[src/rtl/tcb_lib_sram_pkg.sv]
// Shared types and helpers for the TCB single-port SRAM read-modify-write controller.
package tcb_lib_sram_pkg;

    typedef enum logic [0:0] {
        ST_IDLE = 1'b0,
        ST_RMW  = 1'b1
    } state_t;

    // Byte-lane merge: lanes with sel set come from a, the rest from b.
    function automatic logic [31:0] merge_lanes(
        input logic [31:0] a,
        input logic [31:0] b,
        input logic [3:0]  sel
    );
        logic [31:0] r;
        r = b;
        for (int i = 0; i < 4; i++) begin
            if (sel[i]) begin
                r[8*i +: 8] = a[8*i +: 8];
            end else begin
                r[8*i +: 8] = b[8*i +: 8];
            end
        end
        return r;
    endfunction

    // Window check done in 33 bits so BASE + size cannot wrap.
    function automatic logic addr_hit(
        input logic [31:0] adr,
        input logic [31:0] base,
        input int unsigned mem_aw
    );
        logic [32:0] a;
        logic [32:0] lo;
        logic [32:0] hi;
        a  = {1'b0, adr};
        lo = {1'b0, base};
        hi = lo + (33'd4 << mem_aw);
        return (a >= lo) && (a < hi);
    endfunction

endpackage

[src/rtl/tcb_lib_sram_rmw.sv]
// TCB byte-enable subordinate driving a word-write-only SRAM; partial stores
// become a read followed by a merged write one cycle later.
module tcb_lib_sram_rmw
    import tcb_lib_sram_pkg::*;
#(
    parameter int unsigned       ADR_W  = 32,
    parameter int unsigned       DAT_W  = 32,
    parameter int unsigned       MEM_AW = 20,
    parameter logic [ADR_W-1:0]  BASE   = 32'h8000_0000
) (
    input  logic                clk,
    input  logic                rst_n,
    input  logic                tcb_vld,
    input  logic                tcb_wen,
    input  logic                tcb_ren,
    input  logic [ADR_W-1:0]    tcb_adr,
    input  logic [DAT_W/8-1:0]  tcb_ben,
    input  logic [DAT_W-1:0]    tcb_wdt,
    output logic                tcb_rdy,
    output logic [DAT_W-1:0]    tcb_rdt,
    output logic                tcb_err,
    output logic                sram_cen,
    output logic                sram_wen,
    output logic [MEM_AW-1:0]   sram_adr,
    output logic [DAT_W-1:0]    sram_wdt,
    input  logic [DAT_W-1:0]    sram_rdt
);

    state_t              state_q, state_d;
    logic [MEM_AW-1:0]   adr_q, adr_d;
    logic [3:0]          ben_q, ben_d;
    logic [31:0]         wdt_q, wdt_d;
    logic                rsp_rd_q, rsp_rd_d;
    logic                rsp_err_q, rsp_err_d;

    logic                trn_s;
    logic                hit_s;
    logic                cen_s;
    logic                wen_s;
    logic [MEM_AW-1:0]   adr_s;
    logic [31:0]         wdt_s;

    assign tcb_rdy = (state_q == ST_IDLE) & rst_n;
    assign trn_s   = tcb_vld & tcb_rdy;
    assign hit_s   = addr_hit(32'(tcb_adr), 32'(BASE), MEM_AW);

    // Next-state, SRAM command and response-pipeline decode.
    always_comb begin
        state_d   = state_q;
        adr_d     = adr_q;
        ben_d     = ben_q;
        wdt_d     = wdt_q;
        rsp_rd_d  = 1'b0;
        rsp_err_d = 1'b0;
        cen_s     = 1'b0;
        wen_s     = 1'b0;
        adr_s     = tcb_adr[MEM_AW+1:2];
        wdt_s     = tcb_wdt;
        case (state_q)
            ST_IDLE: begin
                if (!trn_s) begin
                    state_d = ST_IDLE;
                end else if (!hit_s) begin
                    rsp_err_d = tcb_wen | tcb_ren;
                end else if (tcb_wen) begin
                    if (tcb_ben == 4'hF) begin
                        cen_s = 1'b1;
                        wen_s = 1'b1;
                    end else if (tcb_ben == 4'h0) begin
                        cen_s = 1'b0;
                    end else begin
                        // Fetch the old word now; merge and write it back next cycle.
                        cen_s   = 1'b1;
                        adr_d   = tcb_adr[MEM_AW+1:2];
                        ben_d   = tcb_ben;
                        wdt_d   = tcb_wdt;
                        state_d = ST_RMW;
                    end
                end else if (tcb_ren) begin
                    cen_s    = 1'b1;
                    ben_d    = tcb_ben;
                    rsp_rd_d = 1'b1;
                end else begin
                    rsp_err_d = 1'b0;
                end
            end
            ST_RMW: begin
                cen_s   = 1'b1;
                wen_s   = 1'b1;
                adr_s   = adr_q;
                wdt_s   = merge_lanes(wdt_q, sram_rdt, ben_q);
                state_d = ST_IDLE;
            end
            default: begin
                state_d = ST_IDLE;
            end
        endcase
    end

    // State, saved write request and response flags.
    always_ff @(posedge clk or negedge rst_n) begin
        if (!rst_n) begin
            state_q   <= ST_IDLE;
            adr_q     <= '0;
            ben_q     <= 4'h0;
            wdt_q     <= 32'h0;
            rsp_rd_q  <= 1'b0;
            rsp_err_q <= 1'b0;
        end else begin
            state_q   <= state_d;
            adr_q     <= adr_d;
            ben_q     <= ben_d;
            wdt_q     <= wdt_d;
            rsp_rd_q  <= rsp_rd_d;
            rsp_err_q <= rsp_err_d;
        end
    end

    // Reset gates the chip enable so an in-flight RMW write never lands.
    assign sram_cen = cen_s & rst_n;
    assign sram_wen = wen_s;
    assign sram_adr = adr_s;
    assign sram_wdt = wdt_s;
    assign tcb_rdt  = rsp_rd_q ? merge_lanes(sram_rdt, 32'h0, ben_q) : 32'h0;
    assign tcb_err  = rsp_err_q;

endmodule

[config.mk]
export PLATFORM = sky130hd
export DESIGN_NAME = tcb_lib_sram_rmw
export DESIGN_NICKNAME = d
export VERILOG_FILES = /design/src/rtl/tcb_lib_sram_pkg.sv /design/src/rtl/tcb_lib_sram_rmw.sv
export SDC_FILE = /design/constraint.sdc
export NUM_CORES = 1
export LEC_CHECK = 0
export ABC_CLOCK_PERIOD_IN_PS = 2600
export CORE_ASPECT_RATIO = 1.75
export CORE_MARGIN = 3
export CORE_UTILIZATION = 35
export DETAILED_ROUTE_END_ITERATION = 8
export PLACE_DENSITY = 0.7
export SYNTH_ARGS = -nofsm -noshare
export SYNTH_HDL_FRONTEND = slang
export SYNTH_SLANG_ARGS = --single-unit
[constraint.sdc]
create_clock -name clk -period 2.6 [get_ports clk]
set_clock_uncertainty 0.15 [all_clocks]
set_input_delay 0.39 -clock clk [delete_from_list [all_inputs] [get_ports clk]]
set_output_delay 0.39 -clock clk [all_outputs]
set_load 0.01 [all_outputs]
**Word-level counts from Yosys, hierarchy flattened**

Index checks and enable logic that the tools add are counted.

- Eq/ne operators: 3
- Magnitude comparators: 2
- Muxes and demuxes: 39
- Reduce and logical (&&, ||, !) cells: 5
- Bitwise operators: 7

Operator list:

| cell | number |
|---|---|
| 32-bit 2-to-1 mux | 2 |
| 8-bit 2-to-1 mux | 8 |
| 32-bit >= comparator (second input constant) | 1 |
| 32-bit < comparator (second input constant) | 1 |
| 1-bit 2-to-1 mux | 21 |
| 20-bit 2-to-1 mux | 1 |
| 4-bit 2-to-1 mux | 4 |
| 6-bit AND reduction | 2 |
| 1-bit case mux with 2 select lines | 3 |
| 4-bit equality test (second input constant) | 1 |
| 4-bit zero test | 1 |
| 2-bit inequality test (second input constant) | 2 |
| 1-bit AND | 3 |
| 1-bit NOT | 3 |
| 2-bit nonzero test | 1 |
| 1-bit logical AND | 1 |
| 1-bit OR | 1 |

- Output and inout bits: 88
- Register bits: 59

**Logic depth before layout (Yosys ltp)**

- Depth in word-level cells: 8
- Mapped depth: 6

**Least setup slack after synthesis**

Ideal clock, no wire load.

- Path type: input port to flip-flop
- Start point: in tcb_adr[27]
- End point: reg adr_q[0]
- Path buffers: 1
- Path slack: 0.355 ns
- Stages: 5
- Required time: 2.325 ns
- Setup time: 0.125 ns
- Arrival: 1.970 ns
- Cells stage by stage: nor4_2 -> nand4_2 -> nor4b_4 -> buf_6 -> mux2_4

- Cells in the longest elaborated chain, start to end: 3
- Elaborated cells on any way between the ends: 4
- Those cells by class: 2 x order compare; 2 x reduce/logical

RTL lines:

| element | line | text |
|---|---|---|
| from (decl) | tcb_lib_sram_rmw.sv:16 | `input logic [ADR_W-1:0] tcb_adr,` |
| 32-bit >= comparator or 32-bit < comparator (tied branches) | tcb_lib_sram_pkg.sv:39 | `return (a >= lo) && (a < hi);` |
| 1-bit logical AND * | tcb_lib_sram_pkg.sv:39 |  |
| 6-bit AND reduction (no source line) * | n/a |  |
| to (signal assigned) | tcb_lib_sram_rmw.sv:111 | `adr_q <= adr_d;` |
| to (decl) | tcb_lib_sram_rmw.sv:30 | `logic [MEM_AW-1:0] adr_q, adr_d;` |

Mark *: on every way between the ends. The rest lies on a longest branch, timed or not.
A chain may end at the register's enable or synchronous reset.

**Worst setup path in the final report**

- Start point: reg state_q
- End point: out sram_adr[14]

- Cells in the longest elaborated chain, start to end: 1

RTL lines:

| element | line | text |
|---|---|---|
| from (decl) | tcb_lib_sram_rmw.sv:29 | `state_t state_q, state_d;` |
| from (signal assigned) | tcb_lib_sram_rmw.sv:110 | `state_q <= state_d;` |
| 20-bit 2-to-1 mux | tcb_lib_sram_rmw.sv:59 | `case (state_q)` |
| to (decl) | tcb_lib_sram_rmw.sv:24 | `output logic [MEM_AW-1:0] sram_adr,` |

Every way passes these cells.

==> flow_summary.json <==
{
  "power.density_nw_per_um2": 389.9,
  "drt_iter0_markers": 112,
  "drive_gt1_share_pct": 23.87,
  "row_count": 48,
  "grt_pass1_vias": 3430,
  "ant_nets": 0,
  "cts_tree": "built",
  "design_area_sq_um": 6057,
  "rrSetupSlack_ps": 390,
  "tns_ps": 0,
  "r2r_cells": 7,
  "syn_avg_cell_area_sq_um": 11.78,
  "synth_area_leaders": "dfrtp_1 (41%), mux2_4 (20%), mux2i_1 (8.8%)",
  "vias_per_cell": 4.959,
  "fmax_mhz": 398.7,
  "grt_pass1_wl_mm": 17.61,
  "placedCellCount": 618,
  "hold_path.class": "in2async",
  "crit_required_ps": 2060,
  "postLayoutCoreUtil_pct": 60.76,
  "grt_setup_unrepaired": "no",
  "core_region_area_sq_um": 9970,
  "slew_headroom_pct": 31.73,
  "hold_violations": 0,
  "synth_compound_area_share_pct": 5.692,
  "clock_latency_ps": 320,
  "dpl_worst_slack_ps": -209.2,
  "timing.rr.end": "adr_q[13]$_DFFE_PN0P_",
  "syn2layout_area_growth_pct": 66.99,
  "drv_slew": 0,
  "rr_startpoint": "state_q$_DFF_PN0_",
  "yosysTopAreaCell": "dfrtp_1",
  "dpl.hpwl_mm": 8.015,
  "total_power_mw": 2.361,
  "grt_max_degree": 61,
  "place_congestion": 0.8044,
  "die_area_sq_um": 11670,
  "ys.flop_type": "dfrtp_1",
  "synth_most_common_cell": "dfrtp_1",
  "startpoint_type": "flop",
  "p_leak_nw": 2.679,
  "nets": 612,
  "crit_arrival_ps": 1970,
  "tightest_slew_ps": 1021,
  "start_util_pct": 36.38,
  "period_needed_ps": 2508,
  "critPathMaxFanout": 60,
  "maxCapViolations": 0,
  "synth_top_family_by_area": "multiplexers",
  "startpoint": "state_q$_DFF_PN0_",
  "drcViolationCount": 0,
  "layout.cells.non_filler": 636,
  "async_flop_share_pct": 100.0,
  "die_w_um": 82.96,
  "cp-end-kind": "output pin",
  "n_antenna_cell": 0,
  "die_h_um": 140.7,
  "path_class": "reg2out",
  "h-tree-depth": 3,
  "fin_crit_sh_pct": 96.48,
  "synthAdderAreaFrac_pct": 0,
  "ir_drop_v": 0.0003753,
  "ys_seq_area_share_pct": 40.70,
  "synth_fp_nets": 413,
  "io_pins": 193,
  "wl_per_cell_um": 16.87,
  "antenna_found_initial": 1,
  "clk_pin_slew_worst_paths_ps": 50,
  "place_area_sq_um": 5747,
  "yosys-top-cells-count": "dfrtp_1 (59), mux2_4 (49)",
  "yosysTopAreaCellShare_pct": 40.70,
  "ctsLongestPathBuffers": 2,
  "yosys.area_share.simple_pct": 12.18,
  "syn_area_sq_um": 3627,
  "synth-edff-count": 0,
  "root_buffer": "clkbuf_16",
  "ys_types": 26,
  "drtPass1Iterations": 4,
  "fin_ws_ps": 91.59,
  "setup_viol": 0,
  "finalHoldWorstSlack_ps": 119.3,
  "num_vias": 3154,
  "status": "finished clean",
  "synthXorXnorAreaFrac_pct": 0,
  "ys_warn_count": 0,
  "grt_usage_pct": 18.55,
  "portBuffers": 190,
  "ys_ff_latch": 59,
  "cts_sinks": 59,
  "grt_overflow": 0,
  "muxShareOfSynthArea_pct": 37.50,
  "wirelength_mm": 10.73,
  "numCtsBuffers": 9,
  "syn_inst": 308
}
## where the power goes
| group | total, mW | switching (mW) | internal (mW) |
|---|---|---|---|
| combinational | 0.389 | 0.135 | 0.254 |
| clock | 1.04 | 0.385 | 0.659 |
| sequential | 0.929 | 0.00430 | 0.924 |
| total | 2.36 | 0.525 | 1.84 |
## kinds of logic (layout without fill, tap and decap cells)
logic type | Yosys count | after routing
AOI/OAI and AO/OA | 38 | 38
muxes | 108 | 108
and+or+nand+nor | 77 | 77
DFF | 59 | 59
buffers and inverters | 26 | 229
## final cells by class
cell class	count	area (sq um)
Fill cell	860	3913
Timing Repair Buffer	214	2136
Multi-Input combinational cell	223	2022
Sequential cell	59	1481
Clock buffer	12	246.5
Tap cell	125	156.4
Clock inverter	3	15.01
## cells in the final DEF (no fill, tap or decap), types with 2 or more instances in the layout
cell             instances
a21oi_1                 32
dfrtp_2                  4
mux2_4                  49
buf_12                   4
mux2i_1                 32
nor2b_1                  3
clkbuf_1                 2
dfrtp_1                 55
and3_1                  32
buf_4                   18
clkinv_2                 3
clkbuf_16                9
clkdlybuf4s50_1        187
nor2_1                  32
mux2_2                  27
## layer usage
metal	track usage (%)	share of wire (%)	up-vias
met3	5.263	4.9	11
li1	-	-	1523
met1	21.28	40	1512
met4	5.340	1.6	2
met5	0	0.11	-
met2	33.33	53	106
## state kept, by name, summed over array words and instances, names as in the netlist
name      count
ben_q         4
adr_q        20
tcb_err       1
state_q       1
rsp_rd_q      1
wdt_q        32
## how the worst max path moves through the flow
| stage | endpoint | slack, ps |
|---|---|---|
| after CTS | sram_cen | -150 |
| after global routing | sram_wen | 10 |
| after detailed placement | sram_cen | -210 |
| after floorplan | adr_q[0]$_DFFE_PN0P_ | 360 |
| after global placement | sram_cen | -190 |
| final | sram_adr[14] | 90 |
## worst max-delay path: stages, from the launching register on
cell             delay [ps]
dfrtp_2                 370
buf_6                   390
mux2_2                  400
clkdlybuf4s50_1         480
## repair_timing
item,4_1_cts,5_1_grt
buffers inserted,1,1
hold endpoints to repair,21,0
hold buffers,1,0
pin swaps,1,3
resized for setup,3,6
endpoints found under the setup margin,14,20
No activity file was read; power rests on OpenSTA's default activity.
